==> src/rtl/addsub_pipe_if.sv <==
// Handshake and data bundle for addsub_pipe.
// master: the side that supplies operands and consumes results.
// slave: the pipeline itself.
interface addsub_pipe_if #(
  parameter int WIDTH = 16
);
  logic             in_valid;
  logic             in_ready;
  logic [WIDTH-1:0] a;
  logic [WIDTH-1:0] b;
  logic             m;
  logic             out_valid;
  logic             out_ready;
  logic [WIDTH-1:0] sum;
  logic             cout;
  logic             ovf;
  logic             zero;
  logic             neg;

  modport master (
    output in_valid, a, b, m, out_ready,
    input  in_ready, out_valid, sum, cout, ovf, zero, neg
  );

  modport slave (
    input  in_valid, a, b, m, out_ready,
    output in_ready, out_valid, sum, cout, ovf, zero, neg
  );
endinterface

==> src/rtl/addsub_pipe.sv <==
// Pipelined two's-complement adder/subtractor with valid/ready flow control.
// The carry chain is cut into STAGES slices of WIDTH/STAGES bits; slice k
// works on chunk k and hands its carry to slice k+1 one cycle later. The last
// slice's register is the output register, so a beat accepted on edge N is
// visible after edge N+STAGES-1. The whole pipe advances together whenever
// the output register is empty or being drained.
// Optional build macro: ADDSUB_PIPE_SATURATE_EN clamps overflowing results to
// the signed extreme in the last slice (ovf and cout still report raw values).
module addsub_pipe #(
  parameter int WIDTH  = 16,
  parameter int STAGES = 4
) (
  input  logic         clk,
  input  logic         rst_n,
  addsub_pipe_if.slave bus
);

  localparam int C = WIDTH / STAGES;  // bits per slice
  localparam int L = STAGES - 1;      // index of the final slice

  // Per-stage registers: valid, operands travelling with the beat, partial sum
  // (finished lower chunks) and the carry out of that stage's slice.
  logic             vld_q [STAGES];
  logic             vld_d [STAGES];
  logic [WIDTH-1:0] a_q   [STAGES];
  logic [WIDTH-1:0] a_d   [STAGES];
  logic [WIDTH-1:0] b_q   [STAGES];
  logic [WIDTH-1:0] b_d   [STAGES];
  logic             m_q   [STAGES];
  logic             m_d   [STAGES];
  logic [WIDTH-1:0] s_q   [STAGES];
  logic [WIDTH-1:0] s_d   [STAGES];
  logic             c_q   [STAGES];
  logic             c_d   [STAGES];
  logic             ovf_q, ovf_d;
  logic             zero_q, zero_d;
  logic             neg_q, neg_d;

  // What each slice sees on its input side.
  logic             src_vld [STAGES];
  logic [WIDTH-1:0] src_a   [STAGES];
  logic [WIDTH-1:0] src_b   [STAGES];
  logic             src_m   [STAGES];
  logic [WIDTH-1:0] src_s   [STAGES];
  logic             src_c   [STAGES];

  // Slice results.
  logic [C:0]       res  [STAGES];
  logic [WIDTH-1:0] part [STAGES];
  logic             a_msb, bx_msb, c_msb, fin_ovf;
  logic [WIDTH-1:0] fin_sum;

  logic adv;

  function automatic logic [C:0] slice_add(input logic [C-1:0] x,
                                           input logic [C-1:0] y,
                                           input logic         cin);
    return {1'b0, x} + {1'b0, y} + (C+1)'(cin);
  endfunction

  // Global advance: everything moves unless a finished result is blocked.
  assign adv = !vld_q[L] || bus.out_ready;

  // Slice inputs: slice 0 takes the port beat with m as carry-in, later
  // slices take the register of the slice before them.
  always_comb begin
    src_vld[0] = bus.in_valid && adv;
    src_a[0]   = bus.a;
    src_b[0]   = bus.b;
    src_m[0]   = bus.m;
    src_s[0]   = '0;
    src_c[0]   = bus.m;
    for (int k = 1; k < STAGES; k++) begin
      src_vld[k] = vld_q[k-1];
      src_a[k]   = a_q[k-1];
      src_b[k]   = b_q[k-1];
      src_m[k]   = m_q[k-1];
      src_s[k]   = s_q[k-1];
      src_c[k]   = c_q[k-1];
    end
  end

  // Slice arithmetic, final-slice flags and next-state for every register.
  always_comb begin
    // NOTE: every signal gets a default before any branch so no latch is inferred.
    for (int k = 0; k < STAGES; k++) begin
      vld_d[k] = vld_q[k];
      a_d[k]   = a_q[k];
      b_d[k]   = b_q[k];
      m_d[k]   = m_q[k];
      s_d[k]   = s_q[k];
      c_d[k]   = c_q[k];
      res[k]   = slice_add(src_a[k][k*C +: C],
                           src_b[k][k*C +: C] ^ {C{src_m[k]}},
                           src_c[k]);
      part[k]  = src_s[k];
      part[k][k*C +: C] = res[k][C-1:0];
    end
    ovf_d  = ovf_q;
    zero_d = zero_q;
    neg_d  = neg_q;

    // Carry into the MSB recovered from the MSB sum bit: s = a ^ bx ^ cin.
    a_msb   = src_a[L][WIDTH-1];
    bx_msb  = src_b[L][WIDTH-1] ^ src_m[L];
    c_msb   = part[L][WIDTH-1] ^ a_msb ^ bx_msb;
    fin_ovf = c_msb ^ res[L][C];
`ifdef ADDSUB_PIPE_SATURATE_EN
    // On overflow the true result has the sign of a; clamp toward it.
    fin_sum = fin_ovf ? {a_msb, {(WIDTH-1){~a_msb}}} : part[L];
`else
    fin_sum = part[L];
`endif

    if (adv) begin
      for (int k = 0; k < STAGES; k++) begin
        vld_d[k] = src_vld[k];
        // Data only moves with a real beat, so bubbles never disturb it.
        if (src_vld[k]) begin
          a_d[k] = src_a[k];
          b_d[k] = src_b[k];
          m_d[k] = src_m[k];
          s_d[k] = part[k];
          c_d[k] = res[k][C];
        end
      end
      if (src_vld[L]) begin
        s_d[L] = fin_sum;
        ovf_d  = fin_ovf;
        zero_d = (fin_sum == '0);
        neg_d  = fin_sum[WIDTH-1];
      end
    end
  end

  // Control and visible-result registers: cleared by reset.
  always_ff @(posedge clk or negedge rst_n) begin
    // NOTE: sequential state uses non-blocking assignments so all flops update together.
    if (!rst_n) begin
      for (int k = 0; k < STAGES; k++) begin
        vld_q[k] <= 1'b0;
        s_q[k]   <= '0;
        c_q[k]   <= 1'b0;
      end
      ovf_q  <= 1'b0;
      zero_q <= 1'b0;
      neg_q  <= 1'b0;
    end else begin
      for (int k = 0; k < STAGES; k++) begin
        vld_q[k] <= vld_d[k];
        s_q[k]   <= s_d[k];
        c_q[k]   <= c_d[k];
      end
      ovf_q  <= ovf_d;
      zero_q <= zero_d;
      neg_q  <= neg_d;
    end
  end

  // Operand registers travelling with each beat.
  always_ff @(posedge clk) begin
    // NOTE: no reset here; contents are only consumed when the matching valid bit is set.
    for (int k = 0; k < STAGES; k++) begin
      a_q[k] <= a_d[k];
      b_q[k] <= b_d[k];
      m_q[k] <= m_d[k];
    end
  end

  assign bus.in_ready  = adv;
  assign bus.out_valid = vld_q[L];
  assign bus.sum       = s_q[L];
  assign bus.cout      = c_q[L];
  assign bus.ovf       = ovf_q;
  assign bus.zero      = zero_q;
  assign bus.neg       = neg_q;

endmodule

==> src/flat_wrapper.sv <==
// flat-port wrapper written by rule: the top's interface ports become plain ports
module addsub_pipe_flat 
#(
  parameter int WIDTH  = 16,
  parameter int STAGES = 4
)
  (clk, rst_n, bus_in_valid, bus_a, bus_b, bus_m, bus_out_ready, bus_in_ready, bus_out_valid, bus_sum, bus_cout, bus_ovf, bus_zero, bus_neg);
  addsub_pipe_if #(.WIDTH(WIDTH)) bus_i ();
  input  logic clk;
  input  logic rst_n;
  input wire logic [$bits(bus_i.in_valid)-1:0] bus_in_valid;
  input wire logic [$bits(bus_i.a)-1:0] bus_a;
  input wire logic [$bits(bus_i.b)-1:0] bus_b;
  input wire logic [$bits(bus_i.m)-1:0] bus_m;
  input wire logic [$bits(bus_i.out_ready)-1:0] bus_out_ready;
  output wire logic [$bits(bus_i.in_ready)-1:0] bus_in_ready;
  output wire logic [$bits(bus_i.out_valid)-1:0] bus_out_valid;
  output wire logic [$bits(bus_i.sum)-1:0] bus_sum;
  output wire logic [$bits(bus_i.cout)-1:0] bus_cout;
  output wire logic [$bits(bus_i.ovf)-1:0] bus_ovf;
  output wire logic [$bits(bus_i.zero)-1:0] bus_zero;
  output wire logic [$bits(bus_i.neg)-1:0] bus_neg;
  assign bus_i.in_valid = bus_in_valid;
  assign bus_i.a = bus_a;
  assign bus_i.b = bus_b;
  assign bus_i.m = bus_m;
  assign bus_i.out_ready = bus_out_ready;
  assign bus_in_ready = bus_i.in_ready;
  assign bus_out_valid = bus_i.out_valid;
  assign bus_sum = bus_i.sum;
  assign bus_cout = bus_i.cout;
  assign bus_ovf = bus_i.ovf;
  assign bus_zero = bus_i.zero;
  assign bus_neg = bus_i.neg;
  addsub_pipe #(.WIDTH(WIDTH), .STAGES(STAGES)) u_core (.clk(clk), .rst_n(rst_n), .bus(bus_i));
endmodule
==> config.mk <==
export PLATFORM = sky130hd
export DESIGN_NAME = addsub_pipe_flat
export DESIGN_NICKNAME = d
export VERILOG_FILES = /design/src/rtl/addsub_pipe_if.sv /design/src/rtl/addsub_pipe.sv /design/src/flat_wrapper.sv
export SDC_FILE = /design/constraint.sdc
export NUM_CORES = 1
export LEC_CHECK = 0
export ABC_AREA = 1
export CORE_ASPECT_RATIO = 1.75
export CORE_UTILIZATION = 54
export DETAILED_ROUTE_END_ITERATION = 10
export GPL_TIMING_DRIVEN = 0
export PLACE_DENSITY = 0.84
export RECOVER_POWER = 100
export SLEW_MARGIN = 20
export SYNTH_ARGS = -nofsm -noshare
export SYNTH_HDL_FRONTEND = slang
export SYNTH_SLANG_ARGS = --single-unit
==> constraint.sdc <==
create_clock -name clk -period 2.2 [get_ports clk]
set_input_delay 0.44 -clock clk [delete_from_list [all_inputs] [get_ports clk]]
set_output_delay 0.44 -clock clk [all_outputs]
set_load 0.03 [all_outputs]
# Yosys cells after proc, flatten, opt, wreduce, memory -nomap -nowiden
# Memory sizes are Yosys's and may differ from the RTL's.
# Cells that the tools add are included.
# op_classes
n_addsub,8
eq_ne,2
mux,15
bitwise,8
reduce_logical,9
# op_table
cell,count
$mux 16,8
$mux 64,2
$add 4x4->5,4
$add 5x1->5,4
$logic_not 16->1,1
$xor 4x4->4,4
$reduce_and 2->1,5
$mux 1,4
$mux 4,1
$xor 1x1->1,4
$ne 2x2->1 const B,1
$logic_and 1x1->1,1
$logic_not 1->1,1
$logic_or 1x1->1,1
$ne 1x1->1 const B,1
# totals
register_bits,51
ram_bits,132
out_inout_bits,22
wordCells,60
mem_count,3
# mem_list
name,depth,width,read_ports,rd_clocked_by_memory_dff,write_ports,line_no,text
u_core.a_q,4,16,3,0,4,addsub_pipe.sv:25,logic [WIDTH-1:0] a_q [STAGES];
u_core.b_q,4,16,3,0,4,addsub_pipe.sv:27,logic [WIDTH-1:0] b_q [STAGES];
u_core.m_q,4,1,3,0,4,addsub_pipe.sv:29,logic m_q [STAGES];

# Depth between registers and ports, before layout
# An unclocked memory read counts as a cell.
# depth
ltp_word,7
ltp_mapped,13

# Worst setup path after synthesis
# OpenSTA, ideal clock, no wires.
# synth_timing
path_type,register to register
start,memory u_core.m_q[2]
end,register u_core.ovf_q (netlist: u_core.bus.ovf)
setup_time_ps,124
t_arrival_ps,1868
t_required_ps,2076
slack_ps,208
stages_incl_launch_ff,13
n_path_buf,1
synth_period_minus_slack_ps,1992
path_cell_list,edfxtp_1 buf_4 xnor2_1 fa_1 fa_1 inv_1 nand3_1 nand2_1 inv_1 nand2_1 nand2_1 nand2_1 nand3_1
# synth_rtl
item,line_no,text
from (decl),addsub_pipe.sv:29,
to (signal assigned),addsub_pipe.sv:154,ovf_q <= ovf_d;
to (decl),addsub_pipe.sv:35,"logic ovf_q, ovf_d;"

==> results.txt <==
PortBufs -> 58
Clock share of power -> 20.9%
Worst EP arrival -> 2.43 ns
Min Hold Slack -> 0.415 ns
TritonCTS clock tree -> done
Core area -> 7570 sq um
Initial Util -> 56.1%
Slew Viols, Final -> 0
Nets -> 493
Placed wire-length estimate -> 5010 um
First-pass GRT wire length -> 11800 um
Max Cap Viol -> 0
Final Critical Period -> 2.17 ns
IO Pins -> 59
Setup TNS -> 0 ns
Main synth FF type -> edfxtp_1
Vias in the first global route -> 2751
CP Capture Type -> register
P_leak -> 2.31 nW
Yosys warnings -> 0
Pre-CTS setup slack -> -0.227 ns
CTS Buf Count -> 9
Crit-path max FO -> 6
GR peak layer -> met2
Max_slew headroom -> 48.5%
Num rows -> 42
CTS sink cnt -> 101
Final instance area -> 5260 sq um
Final hold violation count -> 0
Switching fraction of total power -> 35.6%
GRT Overall Usage -> 18.6%
GR met2 Demand/Resource -> 33.9%
Clk slew on worst S/H paths -> 0.07 ns
Die X -> 69.0 um
Via count -> 2668
ANT nets after route -> 0
DRC viols -> 0
Register share of total power -> 41.1%
Synthesized netlist net count -> 421
Area of the die -> 8230 sq um
Buffer levels on the longest clock path -> 2
Placed Area -> 4950 sq um
FFs w/ async S/R, synth -> 49.5%
Ant diodes -> 0
Unique masters post-synth -> 30
Final WL -> 6800 um
Die Y -> 119 um
Pre-antenna DRT Iters -> 5
P_int -> 0.00458 W
Syn avg cell area -> 11.7 sq um
Cells after Synth -> 364
WL per Instance -> 12.9 um
Comb pwr share -> 38.0%
Seq/Total Area, Yosys -> 65.6%
Net switching power -> 0.00253 W
Hold Path Class -> register to register
Largest net degree at the start of global routing -> 37
Worst-Skew Late Latency -> 0.34 ns
Gr ovfl total -> 0
Vias/cell -> 5.05
F_max -> 461 MHz
P&R area growth vs syn -> 23.8%
Data required time at the worst endpoint -> 2.47 ns
Startpoint Class -> register
Final setup vio count -> 0
M3 GR Usage -> 2.54%
Fillcell total -> 549
Worst setup margin -> 0.0317 ns
Status -> complete, no violations
Mapped cell area -> 4240 sq um
Final Cycle Share -> 98.6%
RSZ-0062 raised after global routing -> true
Iter 0 DRT Violations -> 149
Maximum vdd ir drop -> 0.000730 V
Yosys reg bits -> 101
Number of synthesized flops with an enable pin -> 51
Layout cells sized above 1 -> 7.95%
Antenna violations before repair -> 0
Worst-margin pin slew -> 0.772 ns
GR Util met1 -> 19.4%
Routability cong. -> 0.834
CTS H-Tree Depth -> 3
Crit Path Category -> register to register
CTS root buf -> clkbuf_16
Max Clock Skew -> 0.00574 ns
Power Dens Cells -> 1350 nW/um^2
==> synthesized netlist by cell type (3+ instances only) <==
cell type | instances | share of area (%)
nand2_1 | 86 | 7.6
ha_1 | 13 | 3.8
fa_1 | 7 | 3.3
xor2_1 | 10 | 2.1
a21oi_1 | 9 | 1.1
inv_1 | 45 | 4.0
nand3_1 | 17 | 2.0
dfrtp_1 | 50 | 29
o21ai_0 | 33 | 3.9
buf_2 | 4 | 0.47
edfxtp_1 | 51 | 36
xnor2_1 | 7 | 1.4
nand4_1 | 3 | 0.44
nor2_1 | 10 | 0.88
==> power by group through the flow <==
| stage | clock network, W | registers (W) | logic, W |
|---|---|---|---|
| floorplan | 0 | 0.00321 | 0.00150 |
| global placement | 0 | 0.00291 | 0.00253 |
| detailed placement | 0 | 0.00295 | 0.00264 |
| CTS | 0.00152 | 0.00292 | 0.00269 |
| global route | 0.00158 | 0.00299 | 0.00303 |
| finish | 0.00149 | 0.00292 | 0.00270 |
==> registers in the layout, indices dropped and copies added, names as in the netlist, 3 cells and up <==
signal and count:
u_core.part 12, u_core.m_q 3, u_core.a_q 24, u_core.b_q 24
u_core.c_q 3, u_core.src_vld 3, u_core.fin_sum 12, u_core.bus.sum 15
==> final cells by class <==
type                    instances  area, sq um  area share (%)
well taps                      88          110            2.10
flip-flops and latches        101         2780            53.0
inverters                      47          183            3.48
clock buffers                  10          229            4.36
plain buffers                   8         53.8            1.02
repair buffers                 61          596            11.3
clock inverters                 5         52.6            1.00
multi-input cells             208         1250            23.8
==> metrics by stage <==
step / cells / util, % / total power, W
after CTS: 527 / 69.3 / 0.00713
after detailed placement: 511 / 65.4 / 0.00560
after floorplan: 364 / - / 0.00471
after global placement: 510 / 65.2 / 0.00545
final: 528 / 69.4 / 0.00711
after global routing: 528 / 69.4 / 0.00761
==> timing repair <==
action                                 in CTS  in global routing
setup endpoints to repair                   3                 29
gates resized for setup                     3                  5
hold buffers                                1                  0
setup buffers                               0                  1
endpoints found under the hold margin       2                  0
==> placed cells by master (no fill, tap or decap), types with 2 or more instances in the layout <==
cell type	Yosys	layout
a21oi_1	9	9
buf_2	4	5
buf_4	2	2
buf_6	1	2
clkbuf_1	1	3
clkbuf_16	0	9
clkdlybuf4s50_1	0	31
clkinv_2	0	2
clkinvlp_4	0	2
dfrtp_1	50	50
dlygate4sd3_1	0	26
edfxtp_1	51	51
fa_1	7	5
fa_2	0	2
ha_1	13	13
inv_1	45	44
nand2_1	86	86
nand3_1	17	17
nand4_1	3	3
nor2_1	10	11
nor3_1	2	2
o21ai_0	33	32
o21ai_1	1	2
or2_2	2	2
xnor2_1	7	6
xor2_1	10	10
==> cells by family after synthesis <==
group                    after synthesis  synth area share, %
buffers and inverters                 55                 5.39
AO/OA/AOI/OAI                         46                 5.60
AND/OR/NAND/NOR                      125                 12.8
adder cells (fa/ha/maj)               20                 7.13
flip-flops                           101                 65.6
XOR/XNOR                              17                 3.51
==> path summary, 6_finish.rpt <==
| check | from | endpoint | slack [ns] | cells after the start |
|---|---|---|---|---|
| max reg2reg | u_core.m_q[2]$_DFFE_PP_ | u_core.bus.zero$_DFFE_PN0P_ | 0.03 | 8 |
| min in group asynchronous | rst_n | u_core.src_vld[2]$_DFFE_PN0N_ | 0.69 | 2 |
| max | u_core.m_q[2]$_DFFE_PP_ | u_core.bus.zero$_DFFE_PN0P_ | 0.03 | 8 |
| min | u_core.a_q[0][15]$_DFFE_PP_ | u_core.a_q[1][15]$_DFFE_PP_ | 0.42 | 0 |
| min reg2reg | u_core.a_q[0][15]$_DFFE_PP_ | u_core.a_q[1][15]$_DFFE_PP_ | 0.42 | 0 |
| max in group asynchronous | rst_n | u_core.bus.sum[10]$_DFFE_PN0P_ | 0.27 | 3 |
==> critical path: stages (launching register included) <==
cell	delay, ns
edfxtp_1	0.39
buf_6	0.16
xnor2_4	0.14
fa_2	0.36
fa_2	0.56
nand4_1	0.09
nor2_1	0.13
nand3_1	0.11
o21ai_1	0.15
==> metal layers <==
layer | wire length, um | vias to the layer above
met5 | 0 | -
li1 | - | 1328
met2 | 3930 | 68
met3 | 166 | 23
met1 | 2420 | 1249
met4 | 288 | 0
Power figures use the tool's default switching activity.
